<file path="config.mk">
export PLATFORM = sky130hd
export DESIGN_NAME = mmio_poll_bridge
export DESIGN_NICKNAME = d
export VERILOG_FILES = /design/src/rtl/mmio_bridge_pkg.sv /design/src/rtl/sw_debounce.sv /design/src/rtl/mmio_poll_bridge.sv
export SDC_FILE = /design/constraint.sdc
export NUM_CORES = 1
export LEC_CHECK = 0
export CORE_UTILIZATION = 41
export DETAILED_ROUTE_END_ITERATION = 10
export PLACE_DENSITY = 0.81
export SYNTH_ARGS = -nofsm -noshare
export SYNTH_HDL_FRONTEND = slang
export SYNTH_SLANG_ARGS = --single-unit
</file>
<file path="constraint.sdc">
create_clock -name clk -period 2.1 [get_ports clk]
set_input_delay 0.315 -clock clk [delete_from_list [all_inputs] [get_ports clk]]
set_output_delay 0.315 -clock clk [all_outputs]
set_load 0.02 [all_outputs]
</file>
<file path="src/rtl/mmio_bridge_pkg.sv">
// Shared types and memory-map constants for the LED/switch poll bridge.
// The default addresses must stay in step with the software memory map.
package mmio_bridge_pkg;

    typedef enum logic [1:0] {
        S_IDLE,
        S_READ,
        S_WRITE,
        S_WAIT
    } state_t;

    localparam int unsigned DEFAULT_LED_ADDR = 0;
    localparam int unsigned DEFAULT_SW_ADDR  = 1;

endpackage

</file>
<file path="src/rtl/sw_debounce.sv">
// Two-flop synchroniser followed by a stability-counter debouncer for the board switches.
// sw_update is the combinational "accept now" strobe; sw_valid is its registered copy.
module sw_debounce #(
    parameter int W               = 12,
    parameter int DEBOUNCE_CYCLES = 16
) (
    input  logic         clk,
    input  logic         aresetn,
    input  logic [W-1:0] sw_raw,
    output logic [W-1:0] sw_db,
    output logic         sw_valid,
    output logic         sw_update
);

    localparam int CW = $clog2(DEBOUNCE_CYCLES + 1);
    localparam logic [CW-1:0] CNT_LAST = CW'(DEBOUNCE_CYCLES - 1);

    logic [W-1:0]  sync1;
    logic [W-1:0]  sync2;
    logic [W-1:0]  cand;
    logic [W-1:0]  cand_n;
    logic [CW-1:0] cnt;
    logic [CW-1:0] cnt_n;

    // The counter saturates at its last value, so a held candidate stays accepted.
    always_comb begin
        cand_n = cand;
        cnt_n  = cnt;
        if (sync2 != cand) begin
            cand_n = sync2;
            cnt_n  = '0;
        end else if (cnt != CNT_LAST) begin
            cnt_n = cnt + CW'(1);
        end
    end

    assign sw_update = (cnt_n == CNT_LAST) && (cand_n != sw_db);

    always_ff @(posedge clk) begin
        if (!aresetn) begin
            sync1    <= '0;
            sync2    <= '0;
            cand     <= '0;
            cnt      <= '0;
            sw_db    <= '0;
            sw_valid <= 1'b0;
        end else begin
            sync1    <= sw_raw;
            sync2    <= sync1;
            cand     <= cand_n;
            cnt      <= cnt_n;
            sw_valid <= sw_update;
            if (sw_update) begin
                sw_db <= cand_n;
            end
        end
    end

endmodule

</file>
<file path="src/rtl/mmio_poll_bridge.sv">
// Polls an LED control word from data memory and writes back the debounced switch word,
// giving the running program memory-mapped LEDs and switches over a spare memory port.
module mmio_poll_bridge
    import mmio_bridge_pkg::*;
#(
    parameter int                LED_W           = 10,
    parameter int                SW_W            = 12,
    parameter int                ADDR_W          = 32,
    parameter int                DATA_W          = 32,
    parameter logic [ADDR_W-1:0] LED_ADDR        = ADDR_W'(DEFAULT_LED_ADDR),
    parameter logic [ADDR_W-1:0] SW_ADDR         = ADDR_W'(DEFAULT_SW_ADDR),
    parameter int                RD_LAT          = 1,
    parameter int                POLL_CYCLES     = 1000,
    parameter int                DEBOUNCE_CYCLES = 16,
    parameter bit                WRITE_ON_CHANGE = 1'b1,
    parameter logic [LED_W-1:0]  LED_RESET       = LED_W'(1)
) (
    input  logic              clk,
    input  logic              aresetn,
    output logic [LED_W-1:0]  led_o,
    input  logic [SW_W-1:0]   sw_i,
    input  logic [DATA_W-1:0] mem_rdata,
    output logic [DATA_W-1:0] mem_wdata,
    output logic [ADDR_W-1:0] mem_addr,
    output logic              mem_re,
    output logic              mem_we,
    output logic              sw_valid
);

    if (LED_W < 1 || LED_W > DATA_W) begin : g_bad_led_w
        $error("mmio_poll_bridge: LED_W must be in 1..DATA_W");
    end
    if (SW_W < 1 || SW_W > DATA_W) begin : g_bad_sw_w
        $error("mmio_poll_bridge: SW_W must be in 1..DATA_W");
    end
    if (RD_LAT < 1) begin : g_bad_rd_lat
        $error("mmio_poll_bridge: RD_LAT must be >= 1");
    end
    if (POLL_CYCLES < 1) begin : g_bad_poll
        $error("mmio_poll_bridge: POLL_CYCLES must be >= 1");
    end
    if (DEBOUNCE_CYCLES < 1) begin : g_bad_debounce
        $error("mmio_poll_bridge: DEBOUNCE_CYCLES must be >= 1");
    end

    // Upper read-data bits carry nothing for the LEDs.
    if (LED_W < DATA_W) begin : g_rdata_upper
        logic unused_rdata;
        assign unused_rdata = ^mem_rdata[DATA_W-1:LED_W];
    end

    localparam int CNT_MAX = (RD_LAT > POLL_CYCLES) ? RD_LAT : POLL_CYCLES;
    localparam int CW      = $clog2(CNT_MAX + 1);
    localparam logic [CW-1:0] RD_LAST   = CW'(RD_LAT - 1);
    localparam logic [CW-1:0] POLL_LAST = CW'(POLL_CYCLES - 1);

    state_t            state;
    state_t            state_n;
    logic [CW-1:0]     cnt;
    logic [CW-1:0]     cnt_n;
    logic              dirty;
    logic              dirty_n;
    logic [LED_W-1:0]  led_n;
    logic [ADDR_W-1:0] addr_n;
    logic [DATA_W-1:0] wdata_n;
    logic              re_n;
    logic              we_n;
    logic [SW_W-1:0]   sw_db;
    logic              sw_set;

    sw_debounce #(
        .W              (SW_W),
        .DEBOUNCE_CYCLES(DEBOUNCE_CYCLES)
    ) u_sw_debounce (
        .clk      (clk),
        .aresetn  (aresetn),
        .sw_raw   (sw_i),
        .sw_db    (sw_db),
        .sw_valid (sw_valid),
        .sw_update(sw_set)
    );

    // Strobes are computed one cycle ahead so they are high exactly while in their state.
    always_comb begin
        state_n = state;
        cnt_n   = cnt;
        dirty_n = dirty;
        led_n   = led_o;
        addr_n  = LED_ADDR;
        wdata_n = mem_wdata;
        re_n    = 1'b0;
        we_n    = 1'b0;
        case (state)
            S_IDLE: begin
                state_n = S_READ;
                cnt_n   = '0;
                re_n    = 1'b1;
            end
            S_READ: begin
                if (cnt == RD_LAST) begin
                    led_n   = mem_rdata[LED_W-1:0];
                    state_n = S_WRITE;
                    cnt_n   = '0;
                    if (!WRITE_ON_CHANGE || dirty) begin
                        we_n    = 1'b1;
                        addr_n  = SW_ADDR;
                        wdata_n = DATA_W'(sw_db);
                        dirty_n = 1'b0;
                    end
                end else begin
                    cnt_n = cnt + CW'(1);
                    re_n  = 1'b1;
                end
            end
            S_WRITE: begin
                state_n = S_WAIT;
                cnt_n   = '0;
            end
            S_WAIT: begin
                if (cnt == POLL_LAST) begin
                    state_n = S_READ;
                    cnt_n   = '0;
                    re_n    = 1'b1;
                end else begin
                    cnt_n = cnt + CW'(1);
                end
            end
            default: begin
                state_n = S_IDLE;
                cnt_n   = '0;
            end
        endcase
        // A switch update landing on the write edge keeps the word dirty for next round.
        if (sw_set) begin
            dirty_n = 1'b1;
        end
    end

    always_ff @(posedge clk) begin
        if (!aresetn) begin
            state     <= S_IDLE;
            cnt       <= '0;
            dirty     <= 1'b1;
            led_o     <= LED_RESET;
            mem_addr  <= LED_ADDR;
            mem_wdata <= '0;
            mem_re    <= 1'b0;
            mem_we    <= 1'b0;
        end else begin
            state     <= state_n;
            cnt       <= cnt_n;
            dirty     <= dirty_n;
            led_o     <= led_n;
            mem_addr  <= addr_n;
            mem_wdata <= wdata_n;
            mem_re    <= re_n;
            mem_we    <= we_n;
        end
    end

endmodule

</file>
Word level (Yosys, flattened, before mapping)
Index checks and enable logic that the tools add are counted.
Storage, ports and cells
  flip-flop bits (word level): 123
  bits in latches: 0
  memory bits (writable): 0
  memory bits (read-only): 0
  output and inout bits: 77
  word-level logic and storage cells: 50
  memories kept: 0
Cells by class
  $add $sub $neg: 2
  $mul: 0
  div/mod/pow operators: 0
  magnitude comparators: 0
  eq/ne operators: 10
  shift-type cells: 0
  mux-type cells: 14
  bitwise operators: 1
  reductions and logical operators: 9
Operators by type and width (number)
  $pmux W10 S3: 1
  $ne A12 B12 Y1: 2
  $mux W10: 2
  $mux W12: 1
  $add A10 B1 Y10 const B: 1
  $eq A10 B10 Y1 const B: 1
  $logic_not A10 Y1: 1
  $mux W5: 2
  $pmux W2 S4: 1
  $reduce_and A3 Y1: 2
  $add A5 B1 Y5 const B: 1
  $eq A5 B4 Y1 const B: 1
  $ne A5 B4 Y1 const B: 1
  $eq A2 B2 Y1 const B: 2
  $mux W1: 4
  $mux W2: 2
  $ne A2 B2 Y1 const B: 2
  $reduce_and A2 Y1: 2
  $reduce_or A2 Y1: 2
  $pmux W1 S3: 1
  $eq A2 B1 Y1 const B: 1
  $logic_not A2 Y1: 1
  $logic_and A1 B1 Y1: 1
  $not A1 Y1: 1

Longest topological paths before layout
Gate-level depths: netlist of the first run.
  word-level depth: 6
  mapped depth: 10

Modules after synthesis
From an unflattened synthesis of the first run, not the netlist that was laid out.
Unflattened totals
  cells, all modules: 409
  area total of the unflattened synthesis: 4000.1 um^2
Modules (own cells, without submodules)
  mmio_poll_bridge: instances 1, cells an instance 222, area an instance 2040.7 um^2, seq. area each 740.7 um^2
  sw_debounce: instances 1, cells an instance 187, area an instance 1959.4 um^2, seq. area each 1081.0 um^2

Worst setup path before layout of the first run
No wires, ideal clock.
  path kind: reg-to-reg
  start point: register cnt[6]
  end point: register mem_wdata[10]
  setup time: 0.128 ns
  arrival: 2.079 ns
  data required time: 1.972 ns
  path slack: -0.107 ns
  cell stages (with the launch flop): 9
  clock period less this slack: 2.207 ns
  cells stage by stage: dfxtp_1 -> or4_1 -> or4_1 -> clkbuf_1 -> or2_1 -> buf_6 -> buf_6 -> mux2i_1 -> nor2_1
Between the ends
  word-level cells in the longest chain between the ends: 2
RTL lines
  start: declaration: RTL line mmio_poll_bridge.sv:59  | logic [CW-1:0] cnt;
  start signal: assignment: RTL line mmio_poll_bridge.sv:151  | cnt <= cnt_n;
  $logic_not A10 Y1: RTL line mmio_poll_bridge.sv:100  | if (cnt == RD_LAST) begin
  $reduce_and A3 Y1 (no source line)
  end signal: assignment: RTL line mmio_poll_bridge.sv:155  | mem_wdata <= wdata_n;
  end: declaration: RTL line mmio_poll_bridge.sv:23  | output logic [DATA_W-1:0] mem_wdata,
Every way passes these cells.
A chain may end at the register's enable or synchronous reset.

Worst setup path in the final report of the first run
  start point: register cnt[9]
  end point: register mem_wdata[3]
Same word-level chain as after synthesis.

==> impl_metrics.ini, run 1 <==
[global_routing]
antenna_found_initial = 0
grt_use_met3 = 0.0301
overflow = 0
use_met2 = 0.228
first_global_vias = 2350
grt_pass1_wl_um = 10300
busiest_layer = met2
groute.usage.overall = 0.132
grt_max_degree = 55
use_met1 = 0.158

[cts]
cts.path.max_buffers = 2
cts_root_buffer = clkbuf_8
cts.hold.buffers_added = 0
htree_levels = 3
cts.sinks = 91
cts_tree = built
cts_buffers = 9
clock_latency_ps = 350
cts.reportedPaths.clkPinSlew_ps = 80

[sta]
finalMaxSlewViolations = 0
worst_pin_slew_ps = 748
hold_viol = 0
setup_slack_ps = -3.11
period_share = 1.00
rsz0062_at_grt = yes
period_needed_ps = 2100
setup_viol = 2
fmax_mhz = 475
holdWs_ps = 436
clock-skew-final_ps = 11.6
tns_ps = -3.70
slew_headroom = 0.501

[logic_synthesis]
ys_seq_area_frac = 0.481
synth_edf_count = 0
synth_flop_cell = dfxtp_1
synthSimpleGateAreaFrac = 0.171
synth.avg_cell_area_um2 = 9.60
synthAdderAreaFrac = 0.0198
synth_top_family_by_area = simple AND/OR/NAND/NOR gates
synth_compound_area_frac = 0.0182
synth_xor_xnor_area_share = 0.0762
synth_top_area_share = 0.481
yosysUniqueCellTypes = 34
mappedNetlistArea_mm2 = 0.00379
synthCells = 395
synth_area_leaders = dfxtp_1 (48%), buf_4 (10%), mux2i_1 (9.2%)
yosys_warnings = 0
synth-async-reset-ratio = 0
muxShareOfSynthArea = 0.0954
yosysMostFrequentCell = dfxtp_1
synth-seq-cells = 91
synth_commonest_cells = dfxtp_1 (91), buf_4 (52), nor2_1 (41), mux2i_1 (35), nand2_1 (34)
yosys.area.top_type = dfxtp_1

[floorplanning]
initial_core_util = 0.428
rows = 34
dieHeight_um = 98.2
die-area_mm2 = 0.00964
die_x_um = 98.2
ioPinCount = 123
core_mm2 = 0.00885

[route]
ant_nets = 0
detail_route.wl_per_cell_um = 11.2
drtIter0Drc = 96
num_vias = 2507
drt_first_pass_iters = 10
route.detailed.drc = 8
vias_per_cell = 4.42
drt_wl_total_um = 6320

[worst_setup_path]
worst_setup_path_start_kind = flip-flop
ff2ff_setup_slack_ps = -3
slowest_delay_ps = 530
r2r_end = mem_wdata[3]
worst-path-max-fanout = 7
required_ps = 2310
cp_num_buf_inv = 0
path_common_cell = or4_4
path_class = reg -> reg
r2r_start = cnt[9]
critPathArrivalTime_ps = 2320
rr_worst_depth = 5
path_cells = or4_4, or4_4, or2_4, mux2i_1, nor2_1
crit_path_end_kind = flip-flop
slowest_stage = or4_4
crit_family = simple AND/OR/NAND/NOR gates

[layout]
drive_gt1_frac = 0.0893
diodes = 0
nets = 506
design_area_mm2 = 0.00448
fillCellCount = 813
area_delta_synth_final_pct = 18.1

[flow_run]
cap_violations = 0

[min_path]
hold_path.class = reg -> reg
hold_path_depth = 1
hold_start = u_sw_debounce.sync1[2]
hold_end = u_sw_debounce.sync2[2]

[power_and_ir_drop]
p_leak_nw = 2.12
powerDensity_mw_per_mm2 = 850
vdd_drop_max_mv = 0.396

[status]
violations = DRC, setup timing
status = finished with violations

[place]
place_congestion = 0.750
dp_slack_ps = -57.5
dp_hpwl_um = 4590
io_buffers = 49
place_area_mm2 = 0.00425
[power breakdown]
part	switching, W	internal (W)	total, W	leakage (nW)
sequential	0.0000600	0.00183	0.00189	0.743
combinational	0.000412	0.000348	0.000760	1.28
clock	0.000580	0.000579	0.00116	0.0905
[layout make-up]
| cell class | count | area (um^2) | area share |
|---|---|---|---|
| sequential | 91 | 1830 | 0.408 |
| multi-input combinational | 272 | 1660 | 0.370 |
| timing repair buffer | 62 | 588 | 0.131 |
| clock buffer | 10 | 138 | 0.0308 |
| tap | 108 | 135 | 0.0302 |
| inverter | 18 | 67.6 | 0.0151 |
| clock inverter | 6 | 65.1 | 0.0145 |
[sequential cells by signal (all words and copies together) (netlist names)]
register / flops
dirty: 1
u_sw_debounce.cnt: 5
state: 2
mem_wdata: 12
u_sw_debounce.sync2: 12
u_sw_debounce.sw_valid: 1
u_sw_debounce.sw_db: 12
u_sw_debounce.sync1: 12
cnt: 10
mem_addr: 1
u_sw_debounce.cand: 12
led_o: 10
mem_re: 1
[placed cells by master (no fill, tap or decap), drive strengths merged, types with 3 or more instances in the layout]
cell,instances
nand4,5
xor2,15
xnor2,18
dfxtp,91
mux2i,35
nor4,3
inv,18
clkdlybuf4s50,49
conb,51
or2,4
ha,6
and2,25
a21oi,4
nor2,41
and3,3
o21ai,5
nand3,7
nand2,34
buf,13
clkbuf,10
clkinvlp,4
[metal layers]
| layer | share of wire | wire, um | up-vias |
|---|---|---|---|
| met1 | 0.45 | 2860 | 1145 |
| met2 | 0.49 | 3080 | 75 |
| met3 | 0.047 | 298 | 7 |
| met4 | 0.013 | 83 | 0 |
| li1 | - | - | 1280 |
| met5 | 0 | 0 | - |
[stage by stage]
| stage | total power [W] | util | cells |
|---|---|---|---|
| after global placement | 0.00266 | 0.480 | 548 |
| final | 0.00381 | 0.506 | 567 |
| after global routing | 0.00399 | 0.506 | 567 |
| after CTS | 0.00382 | 0.504 | 565 |
| after detailed placement | 0.00268 | 0.480 | 548 |
| after floorplan | 0.00255 | - | 445 |
[how the worst max path moves through the flow]
stage | end | slack [ps] | startpoint | depth (start not counted)
floorplan | mem_wdata[10] | -80 | cnt[9] | 8
global placement | mem_wdata[0] | -30 | cnt[9] | 6
detailed placement | mem_wdata[3] | -60 | cnt[9] | 6
CTS | mem_wdata[8] | 7 | cnt[0] | 7
global route | mem_wdata[8] | -70 | cnt[9] | 5
finish | mem_wdata[3] | -3 | cnt[9] | 5
[cells by family (layout without fill, tap and decap cells)]
| group | count (synthesis) | count (layout) |
|---|---|---|
| xor+xnor | 33 | 33 |
| simple gates | 133 | 134 |
| other cells | 1 | 51 |
| fa+ha+maj | 6 | 6 |
| compound gates | 12 | 12 |
| mux | 36 | 36 |
| flops | 91 | 91 |
| buf+inv | 83 | 96 |
[repair_timing]
| action | 4_1_cts | 5_1_grt |
|---|---|---|
| endpoints found under the setup margin | 12 | 12 |
| gates resized for setup | 4 | 2 |
| pin swaps | 1 | 2 |
| gates cloned | 0 | 1 |
| setup buffers | 2 | 1 |
Note: power is estimated with default switching activity, not from simulation.
==> inputs of run 2 (changes only) <==
--- a/config.mk
+++ b/config.mk
@@ -5,6 +5,7 @@
 export SDC_FILE = /design/constraint.sdc
 export NUM_CORES = 1
 export LEC_CHECK = 0
+export CAP_MARGIN = 0
 export CORE_UTILIZATION = 41
 export DETAILED_ROUTE_END_ITERATION = 10
 export PLACE_DENSITY = 0.81
==> results of run 2 <==
No change in the layout: final DEF, timing and power equal those of run 1.
==> inputs of run 3 (changes only) <==
--- a/config.mk
+++ b/config.mk
@@ -6,9 +6,11 @@
 export NUM_CORES = 1
 export LEC_CHECK = 0
 export CAP_MARGIN = 0
-export CORE_UTILIZATION = 41
+export CORE_UTILIZATION = 35
+export CTS_CLUSTER_DIAMETER = 50
 export DETAILED_ROUTE_END_ITERATION = 10
-export PLACE_DENSITY = 0.81
+export PLACE_DENSITY = 0.72
+export REMOVE_ABC_BUFFERS = 1
 export SYNTH_ARGS = -nofsm -noshare
 export SYNTH_HDL_FRONTEND = slang
 export SYNTH_SLANG_ARGS = --single-unit
==> run 3 against run 2 <==
Net effect:
- critical path type unchanged
- core utilization down 6.8 points
- hold slack better by 4.7 ps
- the run ends with setup timing left
- routed wire length grew 0.44%
- sequential share of layout area shrank 0.80 points
- sequential power about the same
- first-iteration DRC count increased by 15%
- fmax is 0.49% lower
- clock skew is 2.4 ps higher
- sequential cell count stayed put
- register-to-register slack hardly changed
- largest cell class unchanged
- clock power is 9% higher
==> impl_metrics.ini, run 3 (synthesized netlist as in run 1, its figures left out) <==
[layout]
final_common_cell = dfxtp_1
drive_gt1_frac = 0.0998
diodes = 0
design_area_mm2 = 0.00456
utilization = 0.438
mostFrequentLayoutCells = dfxtp_1 (89), conb_1 (51), clkdlybuf4s50_1 (49)
area_delta_synth_final_pct = 20.3
nets = 508

[floorplanning]
rows = 37
die_x_um = 106
initial_core_util = 0.364
ioPinCount = 123
die-area_mm2 = 0.0113
core_mm2 = 0.0104
dieHeight_um = 106

[power_and_ir_drop]
vdd_drop_max_mv = 0.371
powerDensity_mw_per_mm2 = 867
p_leak_nw = 2.15

[place]
io_buffers = 49
dp_hpwl_um = 4540
place_area_mm2 = 0.00431
place_congestion = 0.740
dp_slack_ps = -49.0

[cts]
cts_buffers = 9
cts.reportedPaths.clkPinSlew_ps = 100
cts.hold.buffers_added = 0
cts.sinks = 91
cts.path.max_buffers = 2
htree_levels = 3
cts_root_buffer = clkbuf_8
clock_latency_ps = 360
cts_tree = built

[sta]
setup_slack_ps = -13.5
rsz0062_at_grt = yes
clock-skew-final_ps = 13.9
period_share = 1.01
finalMaxSlewViolations = 0
period_needed_ps = 2110
setup_viol = 2
slew_headroom = 0.598
worst_pin_slew_ps = 602
fmax_mhz = 473
hold_viol = 0
holdWs_ps = 440

[worst_setup_path]
path_cells = or4_4, or4_4, or2_4, buf_8, mux2i_1, nor2_1
slowest_delay_ps = 540
worst-path-max-fanout = 8
worst_setup_path_start_kind = flip-flop
cp_num_buf_inv = 1
crit_family = simple AND/OR/NAND/NOR gates
path_class = reg -> reg
required_ps = 2320
path_common_cell = or4_4
crit_path_end_kind = flip-flop
slowest_stage = or4_4
critPathArrivalTime_ps = 2340

[route]
drt_wl_total_um = 6350
route.detailed.drc = 0
ant_nets = 0
detail_route.wl_per_cell_um = 10.6
vias_per_cell = 4.20
drt_first_pass_iters = 4
num_vias = 2508
drtIter0Drc = 110

[global_routing]
grt_pass1_wl_um = 10400
first_global_vias = 2283
grt_max_degree = 55
groute.usage.overall = 0.118
overflow = 0
antenna_found_initial = 0

[status]
violations = setup timing
status = finished with violations

[flow_run]
cap_violations = 0

[min_path]
hold_path.class = reg -> reg
## run 3: cell count changes in the layout (fill, tap and decap cells not counted), sizes merged
| cell | previous run | this run |
|---|---|---|
| buf | 13 | 16 |
| clkinv | 1 | 0 |
| clkinvlp | 4 | 1 |
| inv | 18 | 22 |
| or2 | 4 | 3 |
## run 3: power breakdown
group          leakage [nW]  total [W]  internal, W  switching (W)
registers             0.743    0.00188      0.00183      0.0000508
logic                  1.30   0.000811     0.000383       0.000428
clock network         0.107    0.00127     0.000608       0.000657
## run 3: area by class of cell
cell class	instances	area [um^2]
fill	1008	5850
sequential	91	1820
multi-input combinational	271	1660
timing repair buffer	65	622
tap	136	170
clock buffer	10	138
clock inverter	6	77.6
inverter	18	67.6
## run 3: path summary, 6_finish.rpt
path	startpoint	to	slack [ps]	cells after the start
setup reg to reg	cnt[6]	mem_wdata[11]	-10	6
setup / recovery	cnt[6]	mem_wdata[11]	-10	6
hold / removal	u_sw_debounce.sync1[0]	u_sw_debounce.sync2[0]	440	1
hold reg to reg	u_sw_debounce.sync1[0]	u_sw_debounce.sync2[0]	440	1
## run 3: routing by layer
metal | wire [um] | track usage
met5 | 0 | 0
met4 | 104 | 0.0506
met3 | 259 | 0.0343
met2 | 2870 | 0.192
met1 | 3110 | 0.146
## run 3: through the flow
| step | instances | setup TNS [ps] | total power (W) |
|---|---|---|---|
| global route | 597 | -291 | 0.00414 |
| floorplan | 380 | -4810 | 0.00240 |
| detailed placement | 581 | -247 | 0.00269 |
| global placement | 581 | -40.3 | 0.00267 |
| CTS | 597 | -30.7 | 0.00399 |
| finish | 597 | -24.1 | 0.00395 |
## run 3: what timing repair did
item                       4_1_cts  5_1_grt
setup buffers                    0        0
pin swaps                        3        2
gates resized for setup         13        1
hold endpoints to repair         0        0
setup endpoints to repair       13       16
